==> config.mk <==
export PLATFORM = sky130hd
export DESIGN_NAME = k005290_tile_shifter
export DESIGN_NICKNAME = d
export VERILOG_FILES = /design/src/rtl/k005290_tile_shifter_pkg.sv /design/src/rtl/k005290_layer_shifter.sv /design/src/rtl/k005290_tile_shifter.sv
export SDC_FILE = /design/constraint.sdc
export NUM_CORES = 1
export LEC_CHECK = 0
export CORE_MARGIN = 2
export CORE_UTILIZATION = 58
export CTS_CLUSTER_SIZE = 12
export DETAILED_ROUTE_END_ITERATION = 8
export PLACE_DENSITY_LB_ADDON = 0.08
export SETUP_SLACK_MARGIN = 0.15
export SYNTH_ARGS = -nofsm -noshare
export SYNTH_HDL_FRONTEND = slang
export SYNTH_SLANG_ARGS = --single-unit
==> constraint.sdc <==
create_clock -name i_EMU_MCLK -period 1.15 [get_ports i_EMU_MCLK]
set_clock_uncertainty 0.2 [all_clocks]
set_input_delay 0.2875 -clock i_EMU_MCLK [delete_from_list [all_inputs] [get_ports i_EMU_MCLK]]
set_output_delay 0.2875 -clock i_EMU_MCLK [all_outputs]
set_load 0.02 [all_outputs]
==> src/rtl/k005290_tile_shifter_pkg.sv <==
// Shared constants and helpers for the K005290 tilemap pixel shifter path.
// Holds the pixel/palette geometry, the fetch phases and the nibble-order helper.
package k005290_tile_shifter_pkg;

    localparam int PX_W           = 4;
    localparam int PAL_W          = 7;
    localparam int ATTR_HFLIP_BIT = 7;
    localparam int LINE_PX        = 8;
    localparam int LINE_W         = LINE_PX * PX_W;

    localparam logic [2:0] PH_A_FETCH = 3'd3;
    localparam logic [2:0] PH_B_FETCH = 3'd7;

    // Reverses pixel order within a tile line; bit order inside each pixel is kept.
    function automatic logic [LINE_W-1:0] nibble_reverse(input logic [LINE_W-1:0] line);
        logic [LINE_W-1:0] rev;
        rev = '0;
        for (int i = 0; i < LINE_PX; i++) begin
            rev[i*PX_W +: PX_W] = line[(LINE_PX-1-i)*PX_W +: PX_W];
        end
        return rev;
    endfunction

endpackage

==> src/rtl/k005290_layer_shifter.sv <==
// One tilemap layer: parallel-load pixel shifter, palette register and registered outputs.
// Shifts out one pixel per enabled cycle, MSB pixel first, zero-filling behind it.
module k005290_layer_shifter
    import k005290_tile_shifter_pkg::*;
(
    input  logic              clk,
    input  logic              rst_n,
    input  logic              cen_n,
    input  logic              load,
    input  logic [LINE_W-1:0] load_data,
    input  logic [PAL_W-1:0]  load_pal,
    output logic [PX_W-1:0]   px,
    output logic [PAL_W-1:0]  pal,
    output logic              opaque
);

    logic [LINE_W-1:0] shift_reg;
    logic [PAL_W-1:0]  pal_reg;
    logic [PX_W-1:0]   px_reg;
    logic [PAL_W-1:0]  pal_out_reg;
    logic              opaque_reg;
    logic [PX_W-1:0]   head_px;

    assign head_px = shift_reg[LINE_W-1 -: PX_W];

    always_ff @(posedge clk or negedge rst_n) begin
        if (!rst_n) begin
            shift_reg   <= '0;
            pal_reg     <= '0;
            px_reg      <= '0;
            pal_out_reg <= '0;
            opaque_reg  <= 1'b0;
        end else if (!cen_n) begin
            // A load always beats the shift it coincides with.
            if (load) begin
                shift_reg <= load_data;
                pal_reg   <= load_pal;
            end else begin
                shift_reg <= {shift_reg[LINE_W-PX_W-1:0], {PX_W{1'b0}}};
            end
            px_reg      <= head_px;
            pal_out_reg <= pal_reg;
            opaque_reg  <= (head_px != '0);
        end
    end

    assign px     = px_reg;
    assign pal    = pal_out_reg;
    assign opaque = opaque_reg;

endmodule

==> src/rtl/k005290_tile_shifter.sv <==
// Tile data consumer for TM-A and TM-B: stages fetched CHARRAM/attribute data,
// reloads the per-layer shifters on the generator strobes and serializes pixels.
module k005290_tile_shifter
    import k005290_tile_shifter_pkg::*;
(
    input  logic              i_EMU_MCLK,
    input  logic              i_EMU_RST_n,
    input  logic              i_EMU_CLK6MPCEN_n,
    input  logic              i_HFLIP,
    input  logic              i_ABS_4H,
    input  logic              i_ABS_2H,
    input  logic              i_ABS_1H,
    input  logic [LINE_W-1:0] i_CHARRAM_DATA,
    input  logic [7:0]        i_VRAM_ATTR,
    input  logic              i_SHIFTA1_n,
    input  logic              i_SHIFTA2_n,
    input  logic              i_SHIFTB_n,
    output logic [PX_W-1:0]   o_TMA_PX,
    output logic [PX_W-1:0]   o_TMB_PX,
    output logic [PAL_W-1:0]  o_TMA_PAL,
    output logic [PAL_W-1:0]  o_TMB_PAL,
    output logic              o_TMA_OPAQUE,
    output logic              o_TMB_OPAQUE
);

    logic [2:0]        phase;
    logic              eff_flip;
    logic [LINE_W-1:0] ordered_line;

    logic [LINE_W-1:0] a_stage_data_reg, b_stage_data_reg, a_hold_data_reg;
    logic [PAL_W-1:0]  a_stage_pal_reg,  b_stage_pal_reg,  a_hold_pal_reg;

    assign phase    = {i_ABS_4H, i_ABS_2H, i_ABS_1H};
    // Flip is resolved at capture time, so the shifters never need to know about it.
    assign eff_flip     = i_HFLIP ^ i_VRAM_ATTR[ATTR_HFLIP_BIT];
    assign ordered_line = eff_flip ? nibble_reverse(i_CHARRAM_DATA) : i_CHARRAM_DATA;

    always_ff @(posedge i_EMU_MCLK or negedge i_EMU_RST_n) begin
        if (!i_EMU_RST_n) begin
            a_stage_data_reg <= '0;
            a_stage_pal_reg  <= '0;
            b_stage_data_reg <= '0;
            b_stage_pal_reg  <= '0;
            a_hold_data_reg  <= '0;
            a_hold_pal_reg   <= '0;
        end else if (!i_EMU_CLK6MPCEN_n) begin
            if (phase == PH_A_FETCH) begin
                a_stage_data_reg <= ordered_line;
                a_stage_pal_reg  <= i_VRAM_ATTR[PAL_W-1:0];
            end
            if (phase == PH_B_FETCH) begin
                b_stage_data_reg <= ordered_line;
                b_stage_pal_reg  <= i_VRAM_ATTR[PAL_W-1:0];
            end
            if (!i_SHIFTA2_n) begin
                a_hold_data_reg <= a_stage_data_reg;
                a_hold_pal_reg  <= a_stage_pal_reg;
            end
        end
    end

    // Layer 0 is TM-A (fed from holding), layer 1 is TM-B (fed straight from staging).
    logic              layer_load [2];
    logic [LINE_W-1:0] layer_data [2];
    logic [PAL_W-1:0]  layer_pal_in [2];
    logic [PX_W-1:0]   layer_px [2];
    logic [PAL_W-1:0]  layer_pal [2];
    logic              layer_opaque [2];

    assign layer_load[0]   = ~i_SHIFTA1_n;
    assign layer_data[0]   = a_hold_data_reg;
    assign layer_pal_in[0] = a_hold_pal_reg;
    assign layer_load[1]   = ~i_SHIFTB_n;
    assign layer_data[1]   = b_stage_data_reg;
    assign layer_pal_in[1] = b_stage_pal_reg;

    genvar gi;
    generate
        for (gi = 0; gi < 2; gi++) begin : g_layer
            k005290_layer_shifter u_layer (
                .clk       (i_EMU_MCLK),
                .rst_n     (i_EMU_RST_n),
                .cen_n     (i_EMU_CLK6MPCEN_n),
                .load      (layer_load[gi]),
                .load_data (layer_data[gi]),
                .load_pal  (layer_pal_in[gi]),
                .px        (layer_px[gi]),
                .pal       (layer_pal[gi]),
                .opaque    (layer_opaque[gi])
            );
        end
    endgenerate

    assign o_TMA_PX     = layer_px[0];
    assign o_TMA_PAL    = layer_pal[0];
    assign o_TMA_OPAQUE = layer_opaque[0];
    assign o_TMB_PX     = layer_px[1];
    assign o_TMB_PAL    = layer_pal[1];
    assign o_TMB_OPAQUE = layer_opaque[1];

endmodule
==> run_results.csv, run 1 <==
group,metric,value,unit
logic_synthesis,synth_top_area_share,0.621,
clock_tree,root_buffer,"clkbuf_16",
logic_synthesis,syn_area,8820,µm²
global_route,gr-usage-all-layers,0.889,
die,die_w,127,µm
placement,hpwl,14100,µm
global_route,grt_max_degree,52,
die,start_util,0.587,
outcome,stop_stage,"global routing",
outcome,status,"did not finish",
logic_synthesis,yosys_warnings,0,
logic_synthesis,synth_top_cell_by_area,"dfrtp_1",
placement,gp_congestion,0.817,
logic_synthesis,yosysSeqAreaShare,0.621,
logic_synthesis,synth_area_per_cell,12.3,µm²
clock_tree,cts_num_sinks,219,
logic_synthesis,syn-num-nets,769,
clock_tree,cts_made_buffers,23,
placement,numPortBuffers,73,
logic_synthesis,netlist_instances,719,
die,die_h,127,µm
logic_synthesis,ys_ff_latch,219,
global_route,gr-total-overflow,522,
sta,worst-ep-kind,"top-level output",
outcome,error_line,"[ERROR GRT-0232] Routing congestion too high. Check the congestion heatmap in the GUI.",
clock_tree,clock_path_buffers,3,
logic_synthesis,synth.area.top_cells,"dfrtp_1 (62%), mux2_2 (11%), mux2i_1 (10%)",
sta,worstEndpointGrtRepair,"o_TMB_PAL[4]",
placement,postPlaceCellArea,10700,µm²
clock_tree,h-tree-depth,1,
die,pin_count,74,
logic_synthesis,synth.distinct_cells,19,
die,rows,45,
[stage by stage]
| stage | setup WS, ns | TNS, ns | instances | hold slack, ns |
|---|---|---|---|---|
| CTS | -0.389 | -11.30 | 1127 | -0.00301 |
| floorplan | -0.332 | -27.97 | 719 | -0.208 |
| global placement | -0.950 | -120.93 | 1006 | -0.0547 |
| detailed placement | -0.948 | -125.49 | 1006 | -0.0556 |
[logic make-up after synthesis]
logic type,share of synthesized area
xor+xnor,0.00369
mux,0.213
flops,0.621
compound gates,0.0737
simple gates,0.0658
buf+inv,0.0223
[cell usage after synthesis]
cell type	n
buf_1	5
buf_4	1
clkbuf_1	29
mux2_2	89
nor4_1	2
xor2_2	1
nor4bb_1	1
o21ai_0	87
xnor2_2	1
nand2_1	98
dfrtp_1	219
nor2_1	35
buf_6	1
a21oi_1	32
buf_2	10
o21ai_1	11
nand4b_1	1
mux2i_1	88
nand2b_1	8
[routing by layer]
metal,GRT overflow,track usage
met4,191,0.969
met1,4,0.870
met2,318,1.05
met5,3,0.362
met3,6,0.716
[repair_timing]
item                                   in CTS
buffers inserted                           58
pin swaps                                  44
hold buffers                                1
cloned                                     25
endpoints found under the hold margin     219
setup endpoints to repair                 189
gates resized for setup                   465
==> run 2, diff against run 1 <==
- CORE_UTILIZATION: 58 -> 40
- CTS_CLUSTER_SIZE: 12 -> not set
- PLACE_DENSITY_LB_ADDON: 0.08 -> 0.15
- SETUP_SLACK_MARGIN: 0.15 -> not set
==> run 2 against run 1 <==
Compared with the run above:
- area after synthesis unchanged
- the flow now finishes, with violations (hold timing, setup timing)
- synthesized cell count unchanged
==> run_results.csv, run 2 <==
group,metric,value,unit
outcome,status,"finished, violations left",
outcome,violations,"hold timing, setup timing",
critical_path,cp_top_family,"flip-flops",
sta,fmax,640,MHz
critical_path,crit_path_start,"g_layer[1].u_layer.px[1]$_DFFE_PN0N_",
sta,period_share,1.36,
power,p_leak,5.80,nW
power,power,24.7,mW
clock_tree,root_buffer,"clkbuf_16",
sta,period_needed,1.56,ns
global_route,gr-total-overflow,0,
layout,largest_reg_flops,64,
critical_path,critPathKind,"flip-flop to output pin",
clock_tree,hold_buffers,1,
logic_synthesis,synth-edff-count,0,
critical_path,reg2reg_slack,-0.06,ns
logic_synthesis,yosysSeqAreaShare,0.621,
global_route,grt_first_pass_wirelength,35900,µm
sta,finalSetupTns,-9.45,ns
layout,stdcell_count,1188,
detailed_routing,routed_wl,22000,µm
clock_tree,cts_num_sinks,219,
clock_tree,clock_path_buffers,3,
sta,slew_headroom,0.785,
logic_synthesis,synth.distinct_cells,19,
global_route,gr-usage-all-layers,0.193,
layout,areaGrowthSynthToFinish,41.5,%
logic_synthesis,synth_top_area_share,0.621,
sta,fin_ws,-0.413,ns
logic_synthesis,synth_area_per_cell,12.3,µm²
layout,layout_common_cells,"dfrtp_1 (219), nand2_1 (98), mux2_4 (82)",
layout,fin_util,0.574,
die,core_area,21800,µm²
sta,rsz0062_at_grt,"true",
logic_synthesis,yosys_most_used_dff,"dfrtp_1",
clock_tree,cts_made_buffers,24,
logic_synthesis,synth.top_cells.by_count,"dfrtp_1 (219), nand2_1 (98), mux2_2 (89)",
power,power_density,1970,nW/µm²
critical_path,path_max_fanout,2,
die,rows,54,
detailed_routing,routedWlPerCell,18.5,µm
detailed_routing,ant_nets,0,
global_route,grt_max_degree,44,
global_route,antenna_found_initial,0,
clock_tree,h-tree-depth,1,
logic_synthesis,netlist_instances,719,
die,pin_count,74,
global_route,grt_pass1_vias,6467,
logic_synthesis,syn-num-nets,769,
die,start_util,0.406,
critical_path,slowest_delay,0.41,ns
detailed_routing,drt_first_pass_iters,5,
logic_synthesis,async_flop_share,1.00,
layout,layout.nets,941,
die,die_w,153,µm
critical_path,endpoint_kind,"output pin",
die,dieArea,23300,µm²
critical_path,start_kind,"flip-flop",
critical_path,cp_cell_sequence,"buf_6",
detailed_routing,vias,6000,
logic_synthesis,syn_area,8820,µm²
logic_synthesis,synth_top_cell_by_area,"dfrtp_1",
logic_synthesis,yosysMostFrequentCell,"dfrtp_1",
placement,numPortBuffers,73,
placement,dp.cells,1116,
detailed_routing,viasPerCell,5.05,
sta,holdWs,-0.0185,ns
critical_path,critPathRequiredTime,0.66,ns
layout,n_antenna_cell,0,
sta,final_max_slew_viol_count,0,
clock_tree,clk_latency,0.52,ns
detailed_routing,drtIter0Drc,283,
layout,final_common_cell,"dfrtp_1",
critical_path,reg2reg_from,"g_layer[1].u_layer.px[2]$_DFFE_PN0N_",
logic_synthesis,yosys_warnings,0,
sta,finalHoldViolCount,6,
die,die_h,153,µm
min_path,hp-class,"input pin to async pin",
placement,hpwl,15100,µm
detailed_routing,route.detailed.drc,0,
logic_synthesis,ys_ff_latch,219,
critical_path,path_buf_inv,1,
power,peakVddDrop,0.00100,V
sta,tightestPinTransition,0.313,ns
logic_synthesis,synth.area.top_cells,"dfrtp_1 (62%), mux2_2 (11%), mux2i_1 (10%)",
clock_tree,clk_pin_slew,0.06,ns
clock_tree,cts_tree,"yes",
placement,gp_congestion,0.801,
sta,setup_viol,30,
run,drv_cap,0,
critical_path,worst_path_max_delay_cell,"dfrtp_1",
critical_path,arrival,1.08,ns
layout,layout-drive-gt1-share,0.334,
==> run 2: cell counts after synthesis <==
No cell type changed its count.
==> run 2: layout make-up <==
class / instances / area [µm²]
Clock inverter: 4 / 56.3
Multi-Input combinational cell: 454 / 3680
Sequential cell: 219 / 5480
Clock buffer: 39 / 737
Tap cell: 280 / 350
Timing Repair Buffer: 192 / 2190
Fill cell: 1723 / 9270
==> run 2: kinds of logic (layout without fill, tap and decap cells) <==
family	after synthesis	after routing	synth area share
flops	219	219	0.621
xor+xnor	2	2	0.00369
mux	177	177	0.213
compound gates	130	130	0.0737
simple gates	145	145	0.0658
buf+inv	46	235	0.0223
==> run 2: per-stage QoR <==
| step | setup WS, ns | cell area (µm²) |
|---|---|---|
| after floorplan | -0.332 | 9450 |
| after global placement | -1.14 | 11000 |
| after detailed placement | -1.16 | 11000 |
| after CTS | -0.427 | 12400 |
| after global routing | -0.438 | 12500 |
| final | -0.413 | 12500 |
==> run 2: path summary, 6_finish.rpt <==
| check | to | depth (start not counted) |
|---|---|---|
| worst max-delay path | o_TMB_PX[1] | 1 |
| worst max register to register | g_layer[1].u_layer.px[2]$_DFFE_PN0N_ | 3 |
| worst min-delay path | g_layer[0].u_layer.pal[1]$_DFFE_PN0N_ | 2 |
| worst min register to register | g_layer[0].u_layer.shift_reg[9]$_DFFE_PN0N_ | 2 |
| max in group asynchronous | g_layer[1].u_layer.shift_reg[7]$_DFFE_PN0N_ | 4 |
| min in group i_EMU_MCLK | g_layer[0].u_layer.pal_reg[5]$_DFFE_PN0P_ | 3 |
==> run 2: what timing repair did <==
action | in CTS | in global routing
hold endpoints to repair | 219 | 6
endpoints found under the setup margin | 141 | 70
setup buffers | 20 | 11
cloned | 8 | 1
gates resized for setup | 216 | 27
pin swaps | 8 | 5
==> run 2: report_power, final <==
| part | switching [mW] | internal, mW | total, mW | leakage, nW |
|---|---|---|---|---|
| clock network | 3.02 | 4.59 | 7.61 | 0.390 |
| registers | 1.42 | 9.73 | 11.1 | 2.65 |
| logic | 2.23 | 3.66 | 5.90 | 2.76 |
| total | 6.68 | 18.0 | 24.7 | 5.80 |
==> run 2: metal layers <==
metal  up-vias  part of all wire  GRT usage
met5         -                 0          0
met2       138              0.47      0.314
met4         0             0.014     0.0445
met3        24             0.041     0.0296
li1       2850                 -          -
met1      2988              0.47      0.276
==> run 2: worst register-to-register path, stage by stage, from the launching register on <==
cell,delay [ns]
dfrtp_1,0.40
buf_4,0.14
buf_4,0.12
mux2_4,0.25
(Power assumes the default switching activity.)
